File: src/rtl/alu_arbiter.sv
// Two-requester arbiter in front of one shared combinational ALU (round-robin on ties).
// Latency: request accepted on edge T, result registered on edge T+1, held valid until consumed.
// Backpressure: requests wait while an operation is in flight; a response holds until its owner takes it.
module alu_arbiter #(
  parameter int DATA_WIDTH = 32,
  parameter int OP_WIDTH   = 6
) (
  input  logic                  i_clk,
  input  logic                  i_rst_n,
  input  logic                  i_req_valid_0,
  input  logic                  i_req_valid_1,
  output logic                  o_req_ready_0,
  output logic                  o_req_ready_1,
  input  logic [OP_WIDTH-1:0]   i_op_0,
  input  logic [OP_WIDTH-1:0]   i_op_1,
  input  logic [DATA_WIDTH-1:0] i_a_0,
  input  logic [DATA_WIDTH-1:0] i_b_0,
  input  logic [DATA_WIDTH-1:0] i_a_1,
  input  logic [DATA_WIDTH-1:0] i_b_1,
  output logic                  o_rsp_valid_0,
  output logic                  o_rsp_valid_1,
  input  logic                  i_rsp_ready_0,
  input  logic                  i_rsp_ready_1,
  output logic [DATA_WIDTH-1:0] o_rsp_data_0,
  output logic [DATA_WIDTH-1:0] o_rsp_data_1,
  output logic [OP_WIDTH-1:0]   o_alu_op,
  output logic [DATA_WIDTH-1:0] o_alu_a,
  output logic [DATA_WIDTH-1:0] o_alu_b,
  input  logic [DATA_WIDTH-1:0] i_alu_c,
  output logic                  o_busy
);

  typedef enum logic [1:0] {
    IDLE = 2'd0,
    EXEC = 2'd1,
    RESP = 2'd2
  } state_t;

  state_t                state;
  state_t                state_nxt;
  logic                  ptr;       // requester that wins when both are valid
  logic                  owner;     // requester whose operation is in flight
  logic                  grant_1;   // requester 1 would win arbitration this cycle
  logic                  accept;    // request handshake on this edge
  logic                  rsp_done;  // owner consumes its response on this edge
  logic [OP_WIDTH-1:0]   op_q;
  logic [DATA_WIDTH-1:0] a_q;
  logic [DATA_WIDTH-1:0] b_q;
  logic [DATA_WIDTH-1:0] res_q;

  // Arbitration, handshakes and next-state selection.
  always_comb begin
    grant_1       = i_req_valid_1 && (!i_req_valid_0 || ptr);
    o_req_ready_0 = 1'b0;
    o_req_ready_1 = 1'b0;
    accept        = 1'b0;
    rsp_done      = 1'b0;
    state_nxt     = state;
    case (state)
      IDLE: begin
        // Ready is masked while reset is held so nothing appears accepted.
        o_req_ready_0 = i_rst_n && i_req_valid_0 && !grant_1;
        o_req_ready_1 = i_rst_n && grant_1;
        if (i_req_valid_0 || i_req_valid_1) begin
          accept    = 1'b1;
          state_nxt = EXEC;
        end
      end
      EXEC: state_nxt = RESP;
      RESP: begin
        rsp_done = owner ? i_rsp_ready_1 : i_rsp_ready_0;
        if (rsp_done) state_nxt = IDLE;
      end
      default: state_nxt = IDLE;
    endcase
  end

  // State register.
  always_ff @(posedge i_clk or negedge i_rst_n) begin
    if (!i_rst_n) state <= IDLE;
    else          state <= state_nxt;
  end

  // Operand capture on accept, result capture at end of EXEC, pointer hand-off on completion.
  always_ff @(posedge i_clk or negedge i_rst_n) begin
    if (!i_rst_n) begin
      ptr   <= 1'b0;
      owner <= 1'b0;
      op_q  <= '0;
      a_q   <= '0;
      b_q   <= '0;
      res_q <= '0;
    end else begin
      if (accept) begin
        owner <= grant_1;
        op_q  <= grant_1 ? i_op_1 : i_op_0;
        a_q   <= grant_1 ? i_a_1  : i_a_0;
        b_q   <= grant_1 ? i_b_1  : i_b_0;
      end
      if (state == EXEC) res_q <= i_alu_c;
      if (rsp_done)      ptr   <= ~owner;
    end
  end

  // The ALU only ever sees registered operands; responses share the result register.
  always_comb begin
    o_alu_op      = op_q;
    o_alu_a       = a_q;
    o_alu_b       = b_q;
    o_rsp_data_0  = res_q;
    o_rsp_data_1  = res_q;
    o_rsp_valid_0 = (state == RESP) && !owner;
    o_rsp_valid_1 = (state == RESP) && owner;
    o_busy        = (state != IDLE);
  end

endmodule

File: config.mk
export PLATFORM = sky130hd
export DESIGN_NAME = alu_arbiter
export DESIGN_NICKNAME = d
export VERILOG_FILES = /design/src/rtl/alu_arbiter.sv
export SDC_FILE = /design/constraint.sdc
export NUM_CORES = 1
export LEC_CHECK = 0
export ABC_AREA = 1
export CELL_PAD_IN_SITES_DETAIL_PLACEMENT = 2
export CELL_PAD_IN_SITES_GLOBAL_PLACEMENT = 2
export CORE_MARGIN = 2
export CORE_UTILIZATION = 21
export DETAILED_ROUTE_END_ITERATION = 10
export PLACE_DENSITY_LB_ADDON = 0.08
export SLEW_MARGIN = 10
export SYNTH_ARGS = -nofsm -noshare
export SYNTH_HDL_FRONTEND = slang
export SYNTH_SLANG_ARGS = --single-unit
File: constraint.sdc
create_clock -name i_clk -period 2.5 [get_ports i_clk]
set_input_delay 0.5 -clock i_clk [delete_from_list [all_inputs] [get_ports i_clk]]
set_output_delay 0.5 -clock i_clk [all_outputs]
set_load 0.02 [all_outputs]
* Word-level counts from Yosys, hierarchy flattened
Cells that the tools add are included.
Cells by class: eq/ne operators 4, multiplexer cells 12, bitwise gates (word level) 1, reduce and logical (&&, ||, !) cells 14
Operators by type and width (number):
- $mux 32 | 2
- $logic_and 1x1->1 | 6
- $mux 1 | 6
- $mux 6 | 1
- $pmux 2 s3 | 1
- $mux 2 | 2
- $ne 2x2->1 const B | 2
- $logic_not 1->1 | 3
- $eq 2x1->1 const B | 1
- $eq 2x2->1 const B | 1
- $logic_not 2->1 | 1
- $logic_or 1x1->1 | 2
- $reduce_and 2->1 | 1
- $reduce_bool 2->1 | 1
- $not 1->1 | 1
Storage, ports and cells: bits in registers 106, word-level logic and storage cells 38, output and inout port bits 139, input bits 178

* Logic depth before layout (Yosys ltp)
Gate-level depths: netlist of the first run.
word-level depth 6, gate-level depth with buffers 8, mapped depth without buffers 6

* Worst setup path before layout of the first run
OpenSTA, ideal clock, no wires.
path kind in2out, start point input port i_req_valid_0, end point output port o_req_ready_1, stages on the path 5, data arrival time 1.213 ns, slack 0.787 ns, data required time 2.000 ns, path buffers 0, cells stage by stage nand2_1 nand2_1 inv_1 nand2_1 nor2_1
On the way: word-level cells in the longest chain between the ends 5
Ends and longest elaborated chain:
- start: declaration | RTL line 10 | input logic i_req_valid_0,
- $logic_not 1->1 | RTL line 53 | grant_1 = i_req_valid_1 && (!i_req_valid_0 || ptr);
- $logic_or 1x1->1 | RTL line 53
- $logic_and 1x1->1 | RTL line 53
- $logic_and 1x1->1 | RTL line 63 | o_req_ready_1 = i_rst_n && grant_1;
- $mux 1 | RTL line 59 | case (state)
- end: declaration | RTL line 13 | output logic o_req_ready_1,
Every way passes these cells.

* Final worst setup path of the first run
start point register state[1], end point output port o_rsp_valid_0
On the way: word-level cells in the longest chain between the ends 2
Ends and longest elaborated chain:
- start: declaration | RTL line 39 | state_t state;
- start signal: assignment | RTL line 81 | else state <= state_nxt;
- $eq 2x2->1 | RTL line 112 | o_rsp_valid_0 = (state == RESP) && !owner;
- $logic_and 1x1->1 | RTL line 112
- end: declaration | RTL line 20 | output logic o_rsp_valid_0,
Every way passes these cells.

==> out/metrics.yaml, run 1 <==
detailed_routing:
  drc_errors: 0
  drt-total-wl_mm: 23.4
  vias: 5979
  viasPerCell: 4.24
  wl_per_cell_um: 16.6
  dr.pass1.iters: 4
  drtIter0Drc: 243
  antenna_left: 0
logic_synthesis:
  synth_seq_cells: 106
  synth_cells: 800
  ys_types: 14
  synth.yosys.warnings: 0
  synth.avg_cell_area_um2: 7.06
  synth_seq_area_share_pct: 47.0
  syn_nets: 978
  syn-cell-area_mm2: 0.00565
job:
  max_cap_violations: 0
grt:
  met3_usage_pct: 5.57
  grt_pass1_wl_mm: 37.0
  track_usage_pct: 16.9
  grt_use_met1_pct: 21.4
  grt_use_met2_pct: 28.1
  overflow: 0
  antenna_found_initial: 3
  grt_max_degree: 73
  gr-max-usage-layer: "met2"
  grt_pass1_vias: 6147
outcome:
  status: "completed"
timing:
  clock.fmax_ghz: 0.443
  skew_ns: 0.0121
  grt_setup_unrepaired: "no"
  tightest_slew_ns: 0.901
  maxSlewViolCount: 0
  fin_crit_sh_pct: 90.3
  setup_viol_count_final: 0
  relSlewSlack_pct: 40.0
  hold_viol: 0
  period_needed_ns: 2.26
floorplan:
  start_util_pct: 21.2
  io_pins: 317
  coreArea_mm2: 0.0267
  dieArea_mm2: 0.0282
  row_count: 60
  die_y_um: 168
  die_w_um: 168
setup_path:
  cp.required_ns: 2.00
  cp_common_cell: "nor2_1"
  cp_num_cells: 5
  worst-path-buf-inv: 3
  startpoint_type: "flip-flop"
  timing.critical_path.max_delay_family: "buffers and inverters"
  cp_cell_sequence: "inv_4 -> nor2_1 -> inv_1 -> nor2_1 -> clkdlybuf4s50_1"
  reg2regPathDepth: 7
  r2r_slack_ns: 0.79
  endpoint_kind: "output pin"
  critical_path_class: "reg -> out"
  worstPathArrival_ns: 1.76
  r2r_start: "ptr$_DFFE_PN0P_"
  crit_slowest_cell: "clkdlybuf4s50_1"
  critPathLaunch: "state[1]$_DFFE_PN0P_"
  path_max_fanout: 14
  crit_path_max_incr_delay_ns: 0.65
placement:
  hpwlAfterDp_mm: 16.2
  gp_congestion: 0.706
  io_buffers: 316
  dpl.cell_count: 1393
clock_network:
  path_clk_slew_ns: 0.08
  clock-sinks: 106
  clock_latency_ns: 0.36
  htree_levels: 3
  cts_root_buffer: "clkbuf_16"
  cts_tree: "built"
  cts_setup_buffers: 0
  numCtsBuffers: 9
  clk_path_buf_depth: 2
cells_and_area:
  drive_gt1_share_pct: 3.74
  final_common_cell: "clkdlybuf4s50_1"
  num_antenna_cells: 0
  nets: 1242
  postLayoutCoreUtil_pct: 34.6
  instances_no_fill: 1410
  syn_to_final_growth_pct: 63.5
  layout_common_cells: "clkdlybuf4s50_1 (312), nand2_1 (281), nand3_1 (173)"
power_and_ir_drop:
  leakagePower_uw: 0.00475
  p_total_uw: 11100
  power.density_mw_per_mm2: 1200
  ir_drop_uv: 478
worst_hold_path:
  hold_class: "in -> async"
## through the flow
stage | setup TNS, ns | hold slack (ns) | setup WS [ns] | instance area, um^2
2_1_floorplan | 0 | 0.204 | 0.787 | 5650
3_3_place_gp | 0 | 0.340 | 0.0318 | 8930
3_5_place_dp | -0.000582 | 0.339 | -0.000582 | 8930
4_1_cts | 0 | 0.394 | 0.00923 | 9230
5_1_grt | 0 | 0.453 | 0.130 | 9230
6_report | 0 | 0.374 | 0.243 | 9230
## routing by layer
layer  up-vias  part of all wire, %
met5         -                0.056
li1       2891                    -
met4         2                 0.98
met3        17                  7.9
met1      2891                   44
met2       178                   47
## synth_stat cells
master    number  area (um^2)
buf_1          4         15.0
buf_2         22          110
buf_4         34          255
clkbuf_1      18         67.6
dfrtp_1      106         2650
inv_1        146          548
inv_2          3         11.3
nand2_1      283         1060
nand2_2        1         6.26
nand3_1      173          866
nor2_1         5         18.8
nor2_2         1         6.26
nor2_4         1         11.3
o21ai_0        3         15.0
## worst register-to-register path: cells and delay by family (launching register included)
family,cells,cell delay (ns)
AND/OR/NAND/NOR,5,0.53
flip-flops,1,0.38
buffers and inverters,2,0.72
## what timing repair did
action,CTS,global route
hold buffers,1,0
endpoints found under the setup margin,2,1
gates resized for setup,2,1
hold endpoints to repair,3,0
## flip-flops by register name (all words and copies together), names as in the netlist
signal        count
o_alu_a          32
o_alu_b          32
o_alu_op          6
o_rsp_data_0     32
owner             1
ptr               1
state             2
## path summary, 6_finish.rpt
kind	end
worst max-delay path	o_rsp_valid_0
worst min-delay path	o_alu_op[5]$_DFFE_PN0P_
min in group i_clk	o_alu_b[30]$_DFFE_PN0P_
max in group asynchronous	o_alu_a[27]$_DFFE_PN0P_
worst min register to register	o_alu_b[30]$_DFFE_PN0P_
worst max register to register	o_alu_b[0]$_DFFE_PN0P_
## area by class of cell
cell class / instances / area, um^2
clock inverters: 5 / 37.5
repair buffers: 331 / 3310
well taps: 341 / 427
fillers: 3098 / 17400
inverters: 149 / 562
flip-flops and latches: 106 / 2650
clock buffers: 11 / 253
multi-input cells: 467 / 1990
## cells by family after synthesis
family                 share of synthesized area, %
flip-flops                                     47.0
buffers and inverters                          17.8
AND/OR/NAND/NOR                                34.9
AO/OA/AOI/OAI                                 0.266
## report_power, final
part           leakage [uW]  internal, uW  switching (uW)
Sequential          0.00129          2590             544
Combinational       0.00332          2820            3670
Clock              0.000138           737             715
No activity file was read; power rests on OpenSTA's default activity.
==> run 2: changes to the inputs <==
CORE_ASPECT_RATIO = 1.75   (was unset)
CTS_CLUSTER_SIZE = 8   (was unset)
clock period = 2.7 ns   (was 2.5 ns; I/O delays follow)
==> out/metrics.yaml, run 2 (synthesis results as in run 1) <==
outcome:
  status: "completed"
setup_path:
  critical_path_class: "in -> out"
  path_max_fanout: 10
  crit_slowest_cell: "clkdlybuf4s50_1"
  worstPathArrival_ns: 2.04
  startpoint_type: "input port"
  crit_path_max_incr_delay_ns: 0.60
  cp_cell_sequence: "dlygate4sd3_1 -> buf_4 -> inv_1 -> nor2_1 -> clkdlybuf4s50_1"
  endpoint_kind: "output pin"
  cp.required_ns: 2.16
clock_network:
  clk_path_buf_depth: 2
  cts_root_buffer: "clkbuf_16"
  numCtsBuffers: 9
  cts_tree: "built"
  clock-sinks: 106
  clock_latency_ns: 0.37
  cts_setup_buffers: 0
  htree_levels: 3
  path_clk_slew_ns: 0.07
job:
  max_cap_violations: 0
floorplan:
  io_pins: 317
  row_count: 79
  dieArea_mm2: 0.0283
  die_y_um: 221
  start_util_pct: 21.3
  die_w_um: 128
  coreArea_mm2: 0.0265
detailed_routing:
  drc_errors: 0
  viasPerCell: 4.35
  antenna_left: 0
  drtIter0Drc: 188
  vias: 6063
  wl_per_cell_um: 17.5
  drt-total-wl_mm: 24.5
  dr.pass1.iters: 4
cells_and_area:
  instances_no_fill: 1395
  regArea_mm2: 0.00265
  multi_input_area_mm2: 0.00199
  drive_gt1_share_pct: 3.65
  syn_to_final_growth_pct: 63.2
  nets: 1241
  postLayoutCoreUtil_pct: 34.8
  layout_common_cells: "clkdlybuf4s50_1 (313), nand2_1 (281), nand3_1 (173)"
  final_common_cell: "clkdlybuf4s50_1"
  n_fill_cell: 3105
power_and_ir_drop:
  leakagePower_uw: 0.00474
  power.density_mw_per_mm2: 1120
  p_total_uw: 10400
  ir_drop_uv: 344
placement:
  io_buffers: 316
  gp_congestion: 0.725
  dpl.cell_count: 1375
  hpwlAfterDp_mm: 17.3
timing:
  tightest_slew_ns: 0.884
  maxSlewViolCount: 0
  period_needed_ns: 2.58
  fin_crit_sh_pct: 95.7
  clock.fmax_ghz: 0.387
  setup_viol_count_final: 0
  timing.setup.tns_ns: 0
  skew_ns: 0.00563
  grt_setup_unrepaired: "no"
  hold_viol: 0
  relSlewSlack_pct: 41.1
grt:
  grt_pass1_vias: 6543
  overflow: 0
  grt_pass1_wl_mm: 38.5
  grt_max_degree: 100
  track_usage_pct: 18.0
  antenna_found_initial: 2
worst_hold_path:
  hold_class: "reg -> reg"
## run 2: worst paths after layout
path	start	to	depth (start not counted)	slack (ns)
min reg2reg	o_alu_a[27]$_DFFE_PN0P_	o_alu_a[27]$_DFFE_PN0P_	2	0.48
min	o_alu_a[27]$_DFFE_PN0P_	o_alu_a[27]$_DFFE_PN0P_	2	0.48
max	i_rst_n	o_req_ready_1	5	0.12
min in group asynchronous	i_rst_n	state[1]$_DFFE_PN0P_	2	0.55
max reg2reg	ptr$_DFFE_PN0P_	o_alu_b[4]$_DFFE_PN0P_	7	0.99
max in group asynchronous	i_rst_n	o_alu_b[7]$_DFFE_PN0P_	3	1.31
## run 2: repair_timing
action / in CTS / in global routing
endpoints found under the setup margin: 0 / 1
hold buffers: 1 / 0
hold endpoints to repair: 7 / 0
gates resized for setup: 0 / 2
## run 2: cell type report
class	instances	area share [%]
multi-input cells	467	21.6
repair buffers	330	35.6
flip-flops and latches	106	28.8
inverters	149	6.08
diodes	3	0.0815
clock inverters	7	1.02
clock buffers	9	2.44
well taps	324	4.40
## run 2: where the power goes
part / total (uW) / internal [uW] / switching, uW
combinational: 5980 / 2560 / 3420
clock: 1480 / 812 / 669
sequential: 2900 / 2390 / 502
## run 2: critical path, delay by kind of cell
family	cells	cell delay [ns]
buf+inv	4	1.41
simple gates	1	0.09
## run 2: per-layer routing
metal	global-route usage, %	up-vias	wire, um
li1	-	2891	-
met5	0	-	0
met4	6.35	0	403
met2	33.1	189	13400
met3	4.71	17	1480
met1	19.5	2966	9140
## run 2: stage by stage
step                area, um^2  setup WS [ns]  hold WS, ns
floorplan                 5650          0.907        0.244
global placement          8870          0.174        0.404
detailed placement        8870          0.128        0.408
CTS                       9200         0.0378        0.486
global route              9210         0.0350        0.504
finish                    9210          0.116        0.479
==> run 3: changes to the inputs <==
SLEW_MARGIN = 20   (was 10)
==> results of run 3 <==
Same layout as run 2: the final DEF is identical, and so are final timing and power.
